<file path="src/rtl/mux_alu_pkg.sv">
// ---------------------------------------------------------------------------
// mux_alu_pkg
// Shared types for the two-operand channel-mux ALU pipeline:
//   op_e        - 3-bit ALU opcode
//   alu_flags_t - result flags registered alongside out_data
//   OPC_*       - plain opcode constants for code that drives raw 3-bit ops
// Optional build macro used by the design: MUX_ALU_SAT_EN (see mux_alu_core).
// ---------------------------------------------------------------------------
package mux_alu_pkg;

  typedef enum logic [2:0] {
    OP_ADD  = 3'b000,
    OP_SUB  = 3'b001,
    OP_AND  = 3'b010,
    OP_OR   = 3'b011,
    OP_XOR  = 3'b100,
    OP_PASS = 3'b101,
    OP_SHL  = 3'b110,
    OP_SHR  = 3'b111
  } op_e;

  typedef struct packed {
    logic carry;
    logic zero;
    logic ovf;
    logic err;
  } alu_flags_t;

  localparam logic [2:0] OPC_ADD  = 3'b000;
  localparam logic [2:0] OPC_SUB  = 3'b001;
  localparam logic [2:0] OPC_AND  = 3'b010;
  localparam logic [2:0] OPC_OR   = 3'b011;
  localparam logic [2:0] OPC_XOR  = 3'b100;
  localparam logic [2:0] OPC_PASS = 3'b101;
  localparam logic [2:0] OPC_SHL  = 3'b110;
  localparam logic [2:0] OPC_SHR  = 3'b111;

endpackage

</file>
<file path="src/rtl/mux_alu_core.sv">
// ---------------------------------------------------------------------------
// mux_alu_core
// Purely combinational 8-op ALU.
// Ports:
//   a_i, b_i   [WIDTH-1:0]  operands
//   op_i       op_e         opcode
//   result_o   [WIDTH-1:0]  result (saturated when MUX_ALU_SAT_EN is defined)
//   carry_o                 ADD carry-out / SUB borrow / last bit shifted out
//   ovf_o                   signed overflow for ADD/SUB, 0 otherwise
// Build macro: MUX_ALU_SAT_EN - ADD clamps to all-ones on carry, SUB clamps
// to zero on borrow. carry_o/ovf_o always report the unsaturated event.
// ---------------------------------------------------------------------------
module mux_alu_core
  import mux_alu_pkg::*;
#(
  parameter int WIDTH = 8
) (
  input  logic [WIDTH-1:0] a_i,
  input  logic [WIDTH-1:0] b_i,
  input  op_e              op_i,
  output logic [WIDTH-1:0] result_o,
  output logic             carry_o,
  output logic             ovf_o
);

  localparam int SHAMT_W = $clog2(WIDTH);

  logic [SHAMT_W-1:0] shamt;
  logic [WIDTH:0]     sum;
  logic [WIDTH:0]     diff;
  logic [WIDTH:0]     shl_ext;
  logic [WIDTH:0]     shr_ext;
  logic [WIDTH-1:0]   raw;

  assign shamt = b_i[SHAMT_W-1:0];
  assign sum   = {1'b0, a_i} + {1'b0, b_i};
  // Top bit of the extended difference is the borrow, i.e. (a < b).
  assign diff  = {1'b0, a_i} - {1'b0, b_i};
  // One guard bit on the shifted-out side captures the last bit lost;
  // a zero shift leaves the guard bit clear.
  assign shl_ext = {1'b0, a_i} << shamt;
  assign shr_ext = {a_i, 1'b0} >> shamt;

  always_comb begin
    raw     = '0;
    carry_o = 1'b0;
    ovf_o   = 1'b0;
    case (op_i)
      OP_ADD: begin
        raw     = sum[WIDTH-1:0];
        carry_o = sum[WIDTH];
        ovf_o   = (a_i[WIDTH-1] == b_i[WIDTH-1]) && (raw[WIDTH-1] != a_i[WIDTH-1]);
      end
      OP_SUB: begin
        raw     = diff[WIDTH-1:0];
        carry_o = diff[WIDTH];
        ovf_o   = (a_i[WIDTH-1] != b_i[WIDTH-1]) && (raw[WIDTH-1] != a_i[WIDTH-1]);
      end
      OP_AND:  raw = a_i & b_i;
      OP_OR:   raw = a_i | b_i;
      OP_XOR:  raw = a_i ^ b_i;
      OP_PASS: raw = a_i;
      OP_SHL: begin
        raw     = shl_ext[WIDTH-1:0];
        carry_o = shl_ext[WIDTH];
      end
      OP_SHR: begin
        raw     = shr_ext[WIDTH:1];
        carry_o = shr_ext[0];
      end
      default: raw = '0;
    endcase
  end

`ifdef MUX_ALU_SAT_EN
  always_comb begin
    result_o = raw;
    if (op_i == OP_ADD && carry_o) begin
      result_o = '1;
    end else if (op_i == OP_SUB && carry_o) begin
      result_o = '0;
    end
  end
`else
  assign result_o = raw;
`endif

endmodule

</file>
<file path="src/rtl/mux_alu_pipe.sv">
// ---------------------------------------------------------------------------
// mux_alu_pipe
// Two-stage valid/ready pipeline: NUM_CH channel mux -> two operand selects
// -> 8-op ALU (mux_alu_core) -> registered result and flags.
//   S1: captures operand A/B, opcode and select-range error on accept.
//   S2: captures ALU result and flags; out_valid is S2's valid bit.
// Ports:
//   clk, rstn                    clock (rising), async active-low reset
//   in_valid / in_ready          input handshake
//   ch_data [NUM_CH*WIDTH-1:0]   flattened channels, ch k at [k*WIDTH +: WIDTH]
//   sel_a, sel_b [SEL_W-1:0]     operand channel selects
//   op [2:0]                     opcode (mux_alu_pkg::op_e)
//   out_valid / out_ready        output handshake
//   out_data [WIDTH-1:0]         result
//   carry, zero, ovf, err        result flags
// Build macro: MUX_ALU_SAT_EN (saturating ADD/SUB inside mux_alu_core).
// ---------------------------------------------------------------------------
module mux_alu_pipe
  import mux_alu_pkg::*;
#(
  parameter  int WIDTH  = 8,
  parameter  int NUM_CH = 4,
  localparam int SEL_W  = $clog2(NUM_CH)
) (
  input  logic                    clk,
  input  logic                    rstn,
  input  logic                    in_valid,
  output logic                    in_ready,
  input  logic [NUM_CH*WIDTH-1:0] ch_data,
  input  logic [SEL_W-1:0]        sel_a,
  input  logic [SEL_W-1:0]        sel_b,
  input  logic [2:0]              op,
  output logic                    out_valid,
  input  logic                    out_ready,
  output logic [WIDTH-1:0]        out_data,
  output logic                    carry,
  output logic                    zero,
  output logic                    ovf,
  output logic                    err
);

  // Stage 1 registers
  logic             s1_valid_q, s1_valid_d;
  logic [WIDTH-1:0] s1_a_q;
  logic [WIDTH-1:0] s1_b_q;
  op_e              s1_op_q;
  logic             s1_err_q;

  // Stage 2 registers
  logic             s2_valid_q, s2_valid_d;
  logic [WIDTH-1:0] out_data_q;
  alu_flags_t       flags_q, flags_d;

  logic             accept;
  logic             s2_load;
  logic [WIDTH-1:0] opa_mux;
  logic [WIDTH-1:0] opb_mux;
  logic             sel_err;
  logic [WIDTH-1:0] core_res;
  logic             core_carry;
  logic             core_ovf;

  // Channel mux. NUM_CH need not be a power of two, so unmatched select
  // codes fall through to a zero operand and raise err.
  always_comb begin
    opa_mux = '0;
    opb_mux = '0;
    for (int k = 0; k < NUM_CH; k++) begin
      if (int'(sel_a) == k) opa_mux = ch_data[k*WIDTH +: WIDTH];
      if (int'(sel_b) == k) opb_mux = ch_data[k*WIDTH +: WIDTH];
    end
  end

  assign sel_err = (int'(sel_a) >= NUM_CH) || (int'(sel_b) >= NUM_CH);

  // in_ready depends only on registers and out_ready, never on in_valid.
  assign s2_load  = s1_valid_q && (!s2_valid_q || out_ready);
  assign in_ready = !s1_valid_q || s2_load;
  assign accept   = in_valid && in_ready;

  always_comb begin
    s1_valid_d = s1_valid_q;
    if (accept) begin
      s1_valid_d = 1'b1;
    end else if (s2_load) begin
      s1_valid_d = 1'b0;
    end
  end

  always_comb begin
    s2_valid_d = s2_valid_q;
    if (s2_load) begin
      s2_valid_d = 1'b1;
    end else if (out_ready) begin
      s2_valid_d = 1'b0;
    end
  end

  mux_alu_core #(
    .WIDTH (WIDTH)
  ) u_core (
    .a_i      (s1_a_q),
    .b_i      (s1_b_q),
    .op_i     (s1_op_q),
    .result_o (core_res),
    .carry_o  (core_carry),
    .ovf_o    (core_ovf)
  );

  // zero is taken from the core's final (possibly saturated) result.
  always_comb begin
    flags_d       = '0;
    flags_d.carry = core_carry;
    flags_d.zero  = (core_res == '0);
    flags_d.ovf   = core_ovf;
    flags_d.err   = s1_err_q;
  end

  always_ff @(posedge clk or negedge rstn) begin
    if (!rstn) begin
      s1_valid_q <= 1'b0;
      s1_a_q     <= '0;
      s1_b_q     <= '0;
      s1_op_q    <= OP_ADD;
      s1_err_q   <= 1'b0;
      s2_valid_q <= 1'b0;
      out_data_q <= '0;
      flags_q    <= '0;
    end else begin
      s1_valid_q <= s1_valid_d;
      s2_valid_q <= s2_valid_d;
      if (accept) begin
        s1_a_q   <= opa_mux;
        s1_b_q   <= opb_mux;
        s1_op_q  <= op_e'(op);
        s1_err_q <= sel_err;
      end
      if (s2_load) begin
        out_data_q <= core_res;
        flags_q    <= flags_d;
      end
    end
  end

  assign out_valid = s2_valid_q;
  assign out_data  = out_data_q;
  assign carry     = flags_q.carry;
  assign zero      = flags_q.zero;
  assign ovf       = flags_q.ovf;
  assign err       = flags_q.err;

endmodule

</file>
<file path="config.mk">
export PLATFORM = sky130hd
export DESIGN_NAME = mux_alu_pipe
export DESIGN_NICKNAME = d
export VERILOG_FILES = /design/src/rtl/mux_alu_pkg.sv /design/src/rtl/mux_alu_core.sv /design/src/rtl/mux_alu_pipe.sv
export SDC_FILE = /design/constraint.sdc
export NUM_CORES = 1
export LEC_CHECK = 0
export ABC_AREA = 1
export BUFFER_PORTS_ARGS = -buffer_cell sky130_fd_sc_hd__buf_4
export CAP_MARGIN = 20
export CELL_PAD_IN_SITES_DETAIL_PLACEMENT = 2
export CELL_PAD_IN_SITES_GLOBAL_PLACEMENT = 2
export CORE_ASPECT_RATIO = 2
export CORE_MARGIN = 2
export CORE_UTILIZATION = 30
export CTS_CLUSTER_DIAMETER = 50
export DETAILED_ROUTE_END_ITERATION = 10
export HOLD_SLACK_MARGIN = 0.06
export PLACE_DENSITY_LB_ADDON = 0.1
export SYNTH_ARGS = -nofsm -noshare
export SYNTH_HDL_FRONTEND = slang
export SYNTH_HIERARCHICAL = 1
export SYNTH_SLANG_ARGS = --single-unit
</file>
<file path="constraint.sdc">
create_clock -name clk -period 2.5 [get_ports clk]
set_input_delay 0.625 -clock clk [delete_from_list [all_inputs] [get_ports clk]]
set_output_delay 0.625 -clock clk [all_outputs]
set_load 0.01 [all_outputs]
</file>
==> results of run 1 <==
Yosys cell counts (all sizes together):
cell type / n
xnor2: 1
nand3: 121
o211ai: 5
xor2: 2
and2: 2
a21oi: 16
nor3: 3
o21a: 2
fa: 2
nand2: 196
conb: 1
or2: 2
o21ai: 32
clkbuf: 1
buf: 20
nand4: 8
nand3b: 2
o22ai: 1
nor2: 67
nor4: 1
dfrtp: 32
inv: 59
ha: 25
stage by stage:
step | cell area, um^2 | setup slack (ns) | total power, mW | cells | hold WS [ns]
after floorplan | 3630 | 0.503 | 1.87 | 601 | 0.329
after global placement | 4200 | 0.0396 | 2.52 | 799 | 0.459
after detailed placement | 4200 | -0.119 | 2.59 | 799 | 0.464
after CTS | 4360 | 0.0277 | 3.27 | 807 | 0.292
after global routing | 4410 | -0.0490 | 3.56 | 807 | 0.313
final | 4410 | 0.0916 | 3.30 | 807 | 0.277
routing by layer:
metal  wire, um  up-vias
li1           -     2067
met1       4980     2116
met2       9660      137
met3        393       67
met4       1480        0
met5          0        -
state kept, by name (all words and copies together) (netlist names):
name,flops
out_data,8
s1_a_q,8
s1_b_q,8
s1_op_q,3
carry,1
out_valid,1
ovf,1
s1_valid_q,1
zero,1
kinds of logic (layout without fill, tap and decap cells):
group,count (synthesis),after routing,share of synthesized area [%]
AOI/OAI and AO/OA,56,56,8.25
xor gates and xnor gates,3,3,0.725
adders and majority gates,27,27,9.73
buffers and inverters,80,141,10.6
DFF,32,32,22.1
other,1,1,0.103
and+or+nand+nor,402,402,48.6
layout by cell type, fill, tap and decap left out, drive strengths merged:
| cell type | netlist | layout |
|---|---|---|
| nand3 | 121 | 121 |
| inv | 59 | 59 |
| nor4 | 1 | 1 |
| fa | 2 | 2 |
| o21a | 2 | 2 |
| buf | 20 | 74 |
| ha | 25 | 25 |
| nor3 | 3 | 3 |
| dfrtp | 32 | 32 |
| nor2 | 67 | 67 |
| nand4 | 8 | 8 |
| or2 | 2 | 2 |
| nand2 | 196 | 196 |
| conb | 1 | 1 |
| and2 | 2 | 2 |
| xor2 | 2 | 2 |
| clkinvlp | 0 | 1 |
| o211ai | 5 | 5 |
| nand3b | 2 | 2 |
| o21ai | 32 | 32 |
| clkbuf | 1 | 7 |
| a21oi | 16 | 16 |
| o22ai | 1 | 1 |
| xnor2 | 1 | 1 |
power breakdown:
| group | switching, mW | internal, mW | leakage, nW |
|---|---|---|---|
| sequential | 0.129 | 0.653 | 0.395 |
| clock | 0.254 | 0.397 | 0.0701 |
| combinational | 1.21 | 0.662 | 1.85 |
| total | 1.59 | 1.71 | 2.31 |
cell type report:
class,count,area (um^2)
tap,145,181
fill,1480,7360
sequential,32,805
multi-input combinational,489,2500
clock buffer,7,143
inverter,59,224
timing repair buffer,74,556
clock inverter,1,7.51
how the worst max path moves through the flow:
stage,start,endpoint,slack (ns),cells after the start
after CTS,s1_a_q[2]$_DFFE_PN0P_,zero$_DFFE_PN0P_,0.03,14
final,s1_b_q[5]$_DFFE_PN0P_,zero$_DFFE_PN0P_,0.09,13
after global placement,s1_a_q[2]$_DFFE_PN0P_,zero$_DFFE_PN0P_,0.04,14
after detailed placement,s1_a_q[2]$_DFFE_PN0P_,zero$_DFFE_PN0P_,-0.12,14
after floorplan,s1_b_q[1]$_DFFE_PN0P_,zero$_DFFE_PN0P_,0.50,17
after global routing,s1_b_q[5]$_DFFE_PN0P_,zero$_DFFE_PN0P_,-0.05,13
what timing repair did:
| item | in CTS | in global routing |
|---|---|---|
| gates resized for setup | 2 | 16 |
| endpoints found under the setup margin | 1 | 1 |
| cloned | 0 | 0 |
==> impl_summary.md, run 1 <==
Floorplanning
The number of placement rows is between 50 and 60. The total I/O pin count is 57. The core area is roughly 0.012 mm^2. The area enclosed by the die boundary is 0.0130 mm^2.

The effective utilization at floorplan is ~31%. Measured along the y axis, the die boundary spans approximately 160 um. The floorplan step set the die width to slightly above 80 um.

Clock network
Buffers inserted during clock tree synthesis total 5. The total number of H-tree levels is 2. TritonCTS built the clock tree.

Once the clock tree was built, the setup fixing pass inserted 0 buffers. The cell sitting at the root of the clock tree is a clkbuf_16. The buffer depth of the longest clock path is 2. Clock-pin slew was measured on the worst setup and hold paths at about 0.060 ns. The total clock sinks is 32.

The later pin in the worst-skew pair is clocked with a latency of between 0.2 and 0.3 ns. For this design, the CTS-stage hold fixing added 0 buffers.

Yosys
Sequential elements use between 20% and 30% of the synthesized area. The largest area contributor in the netlist is dfrtp_1. The number of register bits inferred by synthesis is 32.

By area the synthesized netlist is led by dfrtp_1, nand2_1, nand3_1. The count of cell types in the netlist is 32. The top-area cell type share of the netlist area is about 22%. The synthesized area divided by synthesized cell count is approximately 6 um^2. In the synthesized netlist, the number of instances is around 600. The net count after synthesis is between 600 and 700. During synthesis, Yosys emitted a total of 6 warnings.

Summing every instance area after synthesis gives 0.00363 mm^2.

Outcome
The run finished with clean final reports.

Final layout
The final layout contains 731 nets. Of the cells placed in the final design, the portion with a size suffix greater than 1 is approximately 17%. From synthesis to final layout, the design area changed by 21.7%.

The number of antenna diodes is 0. The end-of-flow core utilization is around 37%.

Global route
The global-route wire length before repair is around 26,000 um. The initial antenna violation count was 0. Entering global routing, the biggest net connects 37 pins. The global-route layer with the greatest usage is met2. The global-route met2 utilization is 51.2%. The final global-route overflow total is 0.

Global routing used approximately a quarter of the available tracks. Global routing consumed, on the met3 layer, 2.61% of the routing resources. The number of global-route vias before repair is a little under 5k. The met1 usage in global routing is 22.3%.

Setup path
On the critical path, the stage with the largest delay is an instance of ha_1. The register-to-register setup slack is about 0.092 ns. Data on the critical path is required at its endpoint by 2.72 ns. Walking the worst path, the cells encountered are inv_1 -> ha_1 -> nand3_1 -> o21ai_0 -> nor2_2 -> nand2_1 -> nor2_1 -> nand3_1 -> inv_1 -> nand3_1 -> nor2_1 -> nand2_1 -> nand2_1. In this run the critical register-to-register path is launched from s1_b_q[5]$_DFFE_PN0P_. Of all nets on the critical path, the largest fanout is 9. The endpoint kind of the worst setup timing path is a flip-flop. The signal arrival time at the worst endpoint is roughly 2.6 ns. The endpoint identified for the worst register-to-register timing path is zero$_DFFE_PN0P_.

The kind of cell with the highest combined delay along the critical path is simple AND/OR/NAND/NOR gates. STA classifies the critical path startpoint as a flip-flop. The worst register-to-register path has a depth of 13. In this design, the stage delay of the slowest critical-path cell is 0.45 ns. The number of buffers and inverters on the critical path is 2. The worst setup path category is flip-flop to flip-flop.

Placement
The congestion estimate from routability-driven global placement came to 0.923. The number of I/O port buffers is 55. Detailed placement ended at an HPWL of about 14,000 um.

Pwr
In this run the static leakage power is 2.31 nW. Across the VDD grid, the largest voltage drop is roughly 0.28 mV. Dividing total power by cell area gives a power density of about 750 mW/mm^2.

Routing
For this run, the detailed router's first-pass iteration total came to 4. The total length of routed wires is 16,500 um. After detailed routing, the number of vias per cell comes to about 5.4. The residual DRC count is 0. The count of nets left with antenna violations once routing finished came out at 0. After detailed routing, the average wire length per cell comes to 20.5 um. The total vias in the final route is roughly 4.4k.

The DRC violation total after the first TritonRoute iteration is 172.

STA
Across the routed clock network, the largest skew measured is roughly 0.006 ns. The highest clock rate is 415 MHz. The number of failing hold endpoints at the final stage was 0.

For the pin with the worst max-slew slack, the measured transition is between 0.7 and 0.8 ns. Setup violations remaining at the end of the flow were counted as 0. The worst path needs approximately 2.4 ns of the cycle, external delays included. The final number of max-transition violations was 0. Headroom to the max-slew limit came out at roughly half. The final critical path takes up between 90% and 100% of the cycle. After routing, the total negative slack on setup checks comes to 0 ns.

Run
The number of max-cap violations is 0.

Min path
The min-delay analysis places its worst path in the category primary input to async pin.
Note: power is estimated with default switching activity, not from simulation.
==> run 2: changes to the inputs <==
--- a/config.mk
+++ b/config.mk
@@ -12,12 +12,11 @@
 export CELL_PAD_IN_SITES_GLOBAL_PLACEMENT = 2
 export CORE_ASPECT_RATIO = 2
 export CORE_MARGIN = 2
-export CORE_UTILIZATION = 30
+export CORE_UTILIZATION = 33
 export CTS_CLUSTER_DIAMETER = 50
 export DETAILED_ROUTE_END_ITERATION = 10
 export HOLD_SLACK_MARGIN = 0.06
 export PLACE_DENSITY_LB_ADDON = 0.1
 export SYNTH_ARGS = -nofsm -noshare
 export SYNTH_HDL_FRONTEND = slang
-export SYNTH_HIERARCHICAL = 1
 export SYNTH_SLANG_ARGS = --single-unit
==> constraint.sdc (replaced) <==
create_clock -name clk -period 2.9 [get_ports clk]
set_input_delay 0.29 -clock clk [delete_from_list [all_inputs] [get_ports clk]]
set_output_delay 0.29 -clock clk [all_outputs]
set_load 0.01 [all_outputs]
==> impl_summary.md, run 2 <==
Outcome
Status: completed (unchanged).

Setup path
The timing startpoint of the critical path is s1_b_q[0]$_DFFE_PN0P_ (was s1_b_q[5]$_DFFE_PN0P_). The total buffers and inverters traversed by the critical path is 2 (unchanged). The kind of start point of the critical path was a flip-flop (unchanged). The critical path's most frequent cell is nand3_1. The worst setup path category was flip-flop to flip-flop (unchanged). The endpoint kind of the worst setup timing path is a flip-flop (unchanged). The maximum fanout along the worst path is 11 (was 9). Ordered cell list for the critical path: ha_1 -> inv_1 -> fa_1 -> inv_1 -> nand3_1 -> nand3_1 -> xor2_1 -> nand2_1 -> nand3_1 -> nor2_1 -> nand3_1 -> nand2_1 (was inv_1 -> ha_1 -> nand3_1 -> o21ai_0 -> nor2_2 -> nand2_1 -> nor2_1 -> nand3_1 -> inv_1 -> nand3_1 -> nor2_1 -> nand2_1 -> nand2_1). The signal arrival time at the worst endpoint is 2.65 ns (was 2.63 ns). The kind of cell with the highest combined delay on the critical path is adder cells (was simple AND/OR/NAND/NOR gates). The biggest cell delay along the critical path is 0.60 ns (was 0.45 ns). The source of the worst register-to-register timing path is s1_b_q[0]$_DFFE_PN0P_ (was s1_b_q[5]$_DFFE_PN0P_). The standard cell with the maximum stage delay on the critical path is dfrtp_1 (was ha_1). The required time of the critical path is 3.07 ns (was 2.72 ns).

Floorplanning
The number of placement rows was 53 (was 56). The core area came to 0.0105 mm^2 (was 0.0118 mm^2). The effective utilization at floorplan is 33.9% (was 30.8%). The floorplan die width is 77.4 um (was 81.7 um).

The height of the chip was 151 um (was 159 um). The area enclosed by the die boundary was 0.0117 mm^2 (was 0.0130 mm^2). The total I/O pin count was 57 (unchanged).

Final layout
The most common cell after layout, fill and taps aside is nand2_1 (unchanged). The number of antenna diodes is 0 (unchanged). Commonest cells after routing, fill and taps aside: nand2_1, inv_1, nand3_1, buf_4, nor2_1 (was nand2_1, nand3_1, buf_4, nor2_1, inv_1). The proportion of layout cells with a drive suffix above 1 is 16.6% (about the same). The layout overhead on the synthesized area is 19.1% (was 21.7%). The number of nets at the end of the flow is 679 (was 731).

Placement
The final weighted congestion in routability-driven placement is 0.953 (was 0.923). The number of I/O port buffers is 55 (unchanged). The HPWL after detailed placement came to 12,600 um (was 13,900 um). The post-placement worst setup slack is 0.522 ns (was -0.119 ns).

Yosys
List of most frequent post-synthesis cells: nand2_1, inv_1, nand3_1 (was nand2_1, nand3_1, nor2_1). The number of enable flip-flop cells after synthesis was 0 (unchanged). Top cells by area in the synthesized netlist: dfrtp_1, nand2_1, nand3_1 (unchanged). The net count after synthesis came to 629 (was 671). The number of register bits inferred by synthesis is 32 (unchanged). The proportion of register bits with asynchronous set or reset after synthesis is 100% (unchanged). The most frequently used flop master after synthesis was dfrtp_1 (unchanged). The synthesized area divided by synthesized cell count is 6.36 um^2 (was 6.03 um^2). The synthesized netlist cell count was 559 (was 601). The sequential-to-total area share from yosys stat was 22.5% (was 22.1%).

The largest area contributor in the netlist is dfrtp_1 (unchanged). The count of cell types in the netlist is 36 (was 32). The count of yosys warnings during synthesis is 0 (was 6).

The top-area cell type share of the netlist area is 22.5% (was 22.1%). The cell with the most instances after synthesis is nand2_1 (unchanged). The netlist area before placement came to 0.00355 mm^2 (was 0.00363 mm^2).

Pwr
The share of total power consumed by net switching came to 47.8% (was 48.2%). The combinational cell fraction of total power was 53.6% (was 56.6%). The switching power is 1.37 mW (was 1.59 mW). The power density over the cells was 677 mW/mm^2 (was 749 mW/mm^2). The fraction of power consumed by the clock network came to 21.7% (was 19.7%). The largest voltage drop on the vdd net is 0.234 mV (was 0.279 mV). The internal power contribution is 1.50 mW (was 1.71 mW). The sequential power share was 24.7% (was 23.7%). The leakage power of the design came to 2.22 nW (was 2.31 nW). The overall power consumption was 2.87 mW (was 3.30 mW).

STA
The clock period minus worst slack is 2.48 ns (was 2.41 ns). The worst hold slack is 0.222 ns (was 0.277 ns). The final setup TNS is 0 ns (unchanged). The normalized max-slew margin came to 46.3% (was 50.4%). The final count of negative-setup-slack endpoints is 0 (unchanged). The highest clock rate is 404 MHz (was 415 MHz).

The ratio of final minimum period to clock period came to 85.4% (was 96.3%). The worst-case clock skew is 0.00637 ns (was 0.00616 ns). The final number of max-transition violations is 0 (unchanged). The measured slew at the worst slew-check pin is 0.806 ns (was 0.741 ns).

The final critical-path setup slack is 0.424 ns (was 0.0916 ns). Setup repair after global routing left no endpoint under its margin. The number of failing hold endpoints at the final stage is 0 (unchanged).

Routing
The vias per cell is 5.48 (was 5.44). The number of nets still failing antenna checks after routing is 0 (unchanged). The DRC violation total after the first TritonRoute iteration came to 139 (was 172).

The iteration count of the initial detailed-routing pass is 4 (unchanged). The total length of routed wires is 15,300 um (was 16,500 um). The total vias in the final route is 4,093 (was 4,387). The mean routed wirelength per cell is 20.5 um (about the same). The residual DRC count came to 0 (unchanged).

Clock network
The buffer depth of the longest clock path is 2 (unchanged). The clock buffer count from CTS is 5 (unchanged). The root buffer selected by CTS is clkbuf_16 (unchanged). The TritonCTS clock tree is done (unchanged). The latest clock arrival within the worst-skew pair is 0.29 ns (about the same). The number of gates resized after CTS is 0 (was 2).

The CTS clock-pin slew for the worst setup and hold paths is 0.06 ns (about the same). The total clock sinks came to 32 (unchanged). The total number of H-tree levels is 2 (unchanged).

Min path
The kind of path behind the tightest hold check is primary input to flip-flop (was primary input to async pin). The startpoint of the lowest-slack hold path is op[1].

Global route
The global-route wire length before repair was 24,400 um (was 25,600 um). The pin count of the biggest net entering global routing was 33 (was 37). The global-route met2 utilization is 54.5% (was 51.2%). The aggregate global-route resource usage was 27.4% (was 26.3%). The global-route met3 utilization came to 2.62% (was 2.61%).

The global-route layer with the greatest usage was met2 (unchanged). The initial antenna violation count was 0 (unchanged). The final global-route overflow total is 0 (unchanged). The number of global-route vias before repair is 4,626 (was 4,915). The met1 usage in global routing came to 26.1% (was 22.3%).

Run
The number of max-cap violations is 0 (unchanged).
run 2: cell count changes in the layout (fill, tap and decap cells not counted), moves of 5 or more:
cell	previous run	this run
o22ai_1	1	14
nand2_1	191	131
inv_2	3	9
nand4_1	8	15
o21ai_1	0	8
nor2_1	62	44
nand3_1	118	73
buf_4	74	61
o211ai_1	5	0
o21ai_0	32	21
a22oi_1	0	12
a21oi_1	14	36
inv_1	55	76
run 2: routing by layer:
metal | up-vias | wire length (um)
met5 | - | 0
met2 | 106 | 8830
met1 | 2000 | 5170
li1 | 1938 | -
met3 | 49 | 362
met4 | 0 | 958
run 2: power by group through the flow:
stage               logic, mW  registers (mW)  clock network, mW
detailed placement       1.51           0.717                  0
global route             1.72           0.728              0.645
finish                   1.54           0.709              0.622
global placement         1.46           0.707                  0
floorplan               0.977           0.692                  0
CTS                      1.54           0.709              0.631
run 2: kinds of logic after synthesis:
family | synth area share, %
adders and majority gates | 9.93
buffers and inverters | 12.5
other | 0.105
DFF | 22.5
and+or+nand+nor | 38.0
AOI/OAI and AO/OA | 16.4
xor gates and xnor gates | 0.493
run 2: stage by stage:
step | area (um^2) | instances | utilization [%]
final | 4240 | 747 | 40.4
after global routing | 4240 | 747 | 40.4
after CTS | 4240 | 747 | 40.4
after detailed placement | 4060 | 738 | 38.7
after global placement | 4060 | 738 | 38.7
after floorplan | 3550 | 559 | -
run 2: final timing paths:
check	endpoint	slack [ns]	cells past startpoint
setup / recovery	zero$_DFFE_PN0P_	0.42	12
hold / removal	s1_op_q[1]$_DFFE_PN0P_	0.22	3
setup reg to reg	zero$_DFFE_PN0P_	0.42	12
hold reg to reg	carry$_DFFE_PN0P_	0.49	2
max in group asynchronous	zero$_DFFE_PN0P_	2.08	2
min in group asynchronous	s1_b_q[2]$_DFFE_PN0P_	0.48	2
run 2: cell type report:
type	count	area, um^2
fillers	1379	6240
clock buffers	5	125
repair buffers	62	468
inverters	85	319
clock inverters	3	42.5
multi-input cells	423	2310
flip-flops and latches	32	801
well taps	137	171
run 2: worst register-to-register path: cells and delay by family, from the launching register on:
kind                     cells  cell delay (ns)
adder cells (fa/ha/maj)      2             0.76
AND/OR/NAND/NOR              7             0.61
flip-flops                   1             0.60
buffers and inverters        2             0.20
XOR/XNOR                     1             0.18
run 2: what timing repair did:
action | CTS | global route
hold buffers | 1 | 0
setup buffers | 0 | 0
hold endpoints to repair | 32 | 0
